**src/rtl/dmem_port_arbiter.sv**
```systemverilog
// rtl/dmem_port_arbiter.sv - shares the data_memory port between the core MEM stage and a debug master
// Optional starvation guard for the debug master: DMEM_ARB_STARVE_GUARD_EN.

package defines;
   parameter int DATA_WIDTH = 32;
   localparam logic [2:0] FUNCT3_LW = 3'b010;
   localparam logic [2:0] FUNCT3_SW = 3'b010;
endpackage

module dmem_port_arbiter #(
   parameter int DATA_WIDTH = defines::DATA_WIDTH,
   parameter int MAX_WAIT   = 8,
   parameter int CNT_W      = $clog2(MAX_WAIT + 1)
) (
   input  logic                  clk,
   input  logic                  rst,
   input  logic                  core_req_i,
   input  logic                  core_we_i,
   input  logic [2:0]            core_funct3_i,
   input  logic [DATA_WIDTH-1:0] core_addr_i,
   input  logic [DATA_WIDTH-1:0] core_wdata_i,
   output logic                  core_stall_o,
   output logic                  core_rvalid_o,
   input  logic                  dbg_valid_i,
   output logic                  dbg_ready_o,
   input  logic                  dbg_we_i,
   input  logic [DATA_WIDTH-1:0] dbg_addr_i,
   input  logic [DATA_WIDTH-1:0] dbg_wdata_i,
   output logic                  dbg_rvalid_o,
   output logic [DATA_WIDTH-1:0] dbg_rdata_o,
   output logic                  mem_we_o,
   output logic                  mem_re_o,
   output logic [2:0]            mem_funct3_o,
   output logic [DATA_WIDTH-1:0] mem_addr_o,
   output logic [DATA_WIDTH-1:0] mem_wdata_o,
   input  logic [DATA_WIDTH-1:0] mem_rdata_i
);

   logic force_dbg;
   logic grant_core;
   logic grant_dbg;
   logic rd_core_q;
   logic rd_dbg_q;
   logic unused_dbg_addr_lsb;

   // Grants are gated by rst so nothing reaches memory while reset is held.
   assign grant_core   = !rst && core_req_i && !force_dbg;
   assign grant_dbg    = !rst && dbg_valid_i && (!core_req_i || force_dbg);
   assign core_stall_o = core_req_i && !grant_core;
   assign dbg_ready_o  = grant_dbg;

   assign unused_dbg_addr_lsb = ^dbg_addr_i[1:0];

   always_comb begin
      mem_we_o     = 1'b0;
      mem_re_o     = 1'b0;
      mem_funct3_o = 3'b000;
      mem_addr_o   = '0;
      mem_wdata_o  = '0;
      if (grant_core) begin
         mem_we_o     = core_we_i;
         mem_re_o     = !core_we_i;
         mem_funct3_o = core_funct3_i;
         mem_addr_o   = core_addr_i;
         mem_wdata_o  = core_wdata_i;
      end else if (grant_dbg) begin
         mem_we_o     = dbg_we_i;
         mem_re_o     = !dbg_we_i;
         mem_funct3_o = dbg_we_i ? defines::FUNCT3_SW : defines::FUNCT3_LW;
         mem_addr_o   = {dbg_addr_i[DATA_WIDTH-1:2], 2'b00};
         mem_wdata_o  = dbg_wdata_i;
      end
   end

   always_ff @(posedge clk) begin
      if (rst) begin
         rd_core_q <= 1'b0;
         rd_dbg_q  <= 1'b0;
      end else begin
         rd_core_q <= grant_core && !core_we_i;
         rd_dbg_q  <= grant_dbg && !dbg_we_i;
      end
   end

   // A read return already in flight when reset rises is suppressed immediately.
   assign core_rvalid_o = rd_core_q && !rst;
   assign dbg_rvalid_o  = rd_dbg_q && !rst;
   assign dbg_rdata_o   = dbg_rvalid_o ? mem_rdata_i : '0;

`ifdef DMEM_ARB_STARVE_GUARD_EN
   typedef enum logic {ARB_NORMAL, ARB_FORCE} arb_state_t;

   localparam logic [CNT_W-1:0] MAX_CNT = CNT_W'(MAX_WAIT);

   arb_state_t       state_q, state_d;
   logic [CNT_W-1:0] wait_cnt_q, wait_cnt_d;
   logic             dbg_hs;

   assign force_dbg = (state_q == ARB_FORCE);
   assign dbg_hs    = dbg_valid_i && grant_dbg;

   always_ff @(posedge clk) begin
      if (rst) begin
         state_q    <= ARB_NORMAL;
         wait_cnt_q <= '0;
      end else begin
         state_q    <= state_d;
         wait_cnt_q <= wait_cnt_d;
      end
   end

   always_comb begin
      state_d    = state_q;
      wait_cnt_d = wait_cnt_q;
      case (state_q)
         ARB_NORMAL: begin
            if (dbg_hs) begin
               wait_cnt_d = '0;
            end else if (dbg_valid_i) begin
               if (wait_cnt_q != MAX_CNT) wait_cnt_d = wait_cnt_q + 1'b1;
               if (wait_cnt_d == MAX_CNT) state_d = ARB_FORCE;
            end
         end
         ARB_FORCE: begin
            if (dbg_hs || !dbg_valid_i) begin
               state_d    = ARB_NORMAL;
               wait_cnt_d = '0;
            end
         end
         default: begin
            state_d    = ARB_NORMAL;
            wait_cnt_d = '0;
         end
      endcase
   end
`else
   assign force_dbg = 1'b0;
`endif

endmodule

```
**config.mk**
```make
export PLATFORM = sky130hd
export DESIGN_NAME = dmem_port_arbiter
export DESIGN_NICKNAME = d
export VERILOG_FILES = /design/src/rtl/dmem_port_arbiter.sv
export SDC_FILE = /design/constraint.sdc
export NUM_CORES = 1
export LEC_CHECK = 0
export CORE_AREA = 3 3 104 106
export DETAILED_ROUTE_END_ITERATION = 12
export DIE_AREA = 0 0 107 109
export GPL_ROUTABILITY_DRIVEN = 0
export PLACE_DENSITY = 0.54
export SLEW_MARGIN = 20
export SYNTH_ARGS = -nofsm -noshare
export SYNTH_HDL_FRONTEND = slang
export SYNTH_SLANG_ARGS = --single-unit
```
**constraint.sdc**
```tcl
create_clock -name clk -period 1.55 [get_ports clk]
set_input_delay 0.31 -clock clk [delete_from_list [all_inputs] [get_ports clk]]
set_output_delay 0.31 -clock clk [all_outputs]
set_load 0.005 [all_outputs]
```
==> summary.txt <==
Hold Crit Class -> input port to flop
clock-pin slew on the worst setup and hold paths -> 0.03 ns
Worst Setup Start Kind -> input port
cell taking the most area after synthesis -> a32o_1
Die ar. -> 0.0117 mm²
vias in the first global route -> 2830
RSZ-0062 raised after global routing -> yes
Max Freq -> 581 MHz
Power Density -> 292 mW/mm²
Setup CP Type -> input port to output port
routed via count -> 2585
WP data arrival -> 1.41 ns
Final #Nets -> 618
drt initial violations -> 104
CTS buffer count -> 3
CP max stage cell -> a32o_1
drt pass-1 iters -> 4
Clock Tree Buf Depth -> 2
Syn Area/Cell -> 8.03 µm²
total of warnings raised by yosys -> 0
Post-Synth Adder-Cell Area -> 0%
outcome -> complete, but fails checks
worst slew pin tran -> 0.190 ns
critical-path cell list -> buf_6 -> nor2b_4 -> buf_6 -> buf_8 -> buf_16 -> buf_6 -> a32o_1 -> buf_2
DR vias/cell -> 4.46
syn_nets -> 308
Die Wd -> 107 µm
initial antenna violation count -> 0
number of inserted diodes -> 0
post-DP HPWL -> 8080 µm
Post-Syn Area -> 0.00112 mm²
maximum capacitance violations -> 0
commonest non-fill, non-tap cell in the layout -> clkdlybuf4s50_1
Synth Instances -> 139
Synth-to-Final Area Change -> 309%
fin. max-slew vios -> 0
root buf cell -> clkbuf_8
Leak -> 2.05 nW
DRC -> 0
I/O Pins -> 274
largest net degree at the start of global routing -> 22
cell mode on critical path -> buf_6
Initial Util -> 11.3%
die height -> 109 µm
Max VDD drop -> 0.000155 V
setup TNS -> -2.27 ns
post-synthesis compound-gate area fraction -> 57.3%
post-route ant nets -> 0
Critical Path Source -> dbg_valid_i
IO buf count -> 271
Critical Path Fanout Max -> 8
post-synth top area share -> 56.5%
worst hold start -> core_req_i
XOR/XNOR Fraction of Synth Area -> 0%
final hold vios -> 0
main combinational cell family by area after synthesis -> compound AO/OA/AOI/OAI gates
clk sinks -> 2
crit-path max cell delay -> 0.24 ns
mux share of post-synthesis cell area -> 0.897%
Hold Path Cell Cnt -> 3
total power -> 0.00133 W
layout cells sized above 1 -> 43.6%
number of synthesized register bits -> 2
most frequent cells in the layout -> clkdlybuf4s50_1 (163), buf_2 (77), a32o_1 (61)
CTS Hold Bufs -> 0
global-route wire length before repair -> 16600 µm
Crit. End Element -> output port
CORE AREA -> 0.00986 mm²
register area share after synthesis -> 3.59%
final period demand of the worst path -> 1.72 ns
period utilization -> 111%
H-Tree Level Count -> 1
slew margin rel. -> 87.3%
CTS tree -> done
GRT Total Usage -> 18.7%
Area contributors post-synth -> a32o_1 (57%), and2_1 (21%), buf_2 (5.4%)
std cell rows -> 36
grt ovf -> 0
setup ws final -> -0.170 ns
Total Routed Length -> 11800 µm
Post-Synth Simple-Gate Area -> 25.8%
final setup fails -> 39
CP required -> 1.24 ns
Cell variety after synth -> 14
failing checks -> negative setup slack
WL/cell -> 20.3 µm
[final timing paths]
| path | end | slack (ns) |
|---|---|---|
| hold / removal | rd_dbg_q$_SDFF_PP0_ | 0.41 |
| setup / recovery | mem_wdata_o[0] | -0.17 |
[worst max-delay path, delay by kind of cell]
family,cells,cell delay (ns)
AOI/OAI and AO/OA,1,0.24
buffers and inverters,6,0.72
and+or+nand+nor,1,0.13
[sequential cells by signal, summed over array words and instances, names as in the netlist]
name and flops:
rd_core_q 1, rd_dbg_q 1
[kinds of logic (layout without fill, tap and decap cells)]
family                 count (synthesis)  count (layout)
flip-flops                             2               2
multiplexers                           1               1
AO/OA/AOI/OAI                         64              64
AND/OR/NAND/NOR                       47              47
buffers and inverters                 25             333
[area by class of cell]
class | instances | area (µm²)
fillers | 949 | 5300
clock buffers | 3 | 41.3
multi-input cells | 112 | 1020
repair buffers | 329 | 3280
inverters | 1 | 6.26
well taps | 133 | 166
flip-flops and latches | 2 | 41.3
[where the power goes]
group	internal (W)	switching (W)	leakage, nW
registers	0.0000538	0.000000426	0.0168
logic	0.000748	0.000326	2.01
clock network	0.000164	0.0000385	0.0216
[synthesized netlist by cell type]
cell,count
mux2i_1,1
nand2b_1,2
nor2b_1,3
dfxtp_1,2
o32ai_1,1
and2_1,37
inv_2,1
buf_2,12
nor3_1,1
buf_6,4
nor2b_2,1
nor2_1,3
clkbuf_1,8
a32o_1,63
[stage by stage]
step | util (%) | setup slack [ns] | hold slack [ns] | area (µm²) | std cells
after floorplan | - | 0.156 | 0.382 | 1120 | 139
after global placement | 41.1 | -0.826 | 0.906 | 4060 | 535
after detailed placement | 41.1 | -0.860 | 0.925 | 4060 | 535
after CTS | 47.2 | -0.211 | 0.400 | 4650 | 590
after global routing | 46.2 | -0.214 | 0.420 | 4560 | 580
final | 46.2 | -0.170 | 0.408 | 4560 | 580
[layer usage]
metal,share of wire [%],GRT usage [%]
met4,0.36,2.01
met5,0,0
met2,56,37.9
met3,8.8,4.56
met1,35,20.0
[repair_timing]
action / CTS / global route
endpoints found under the setup margin: 105 / 101
gates resized for setup: 517 / 28
setup buffers: 37 / 4
pin swaps: 55 / 19
gates cloned: 16 / 4
(Power assumes the default switching activity.)
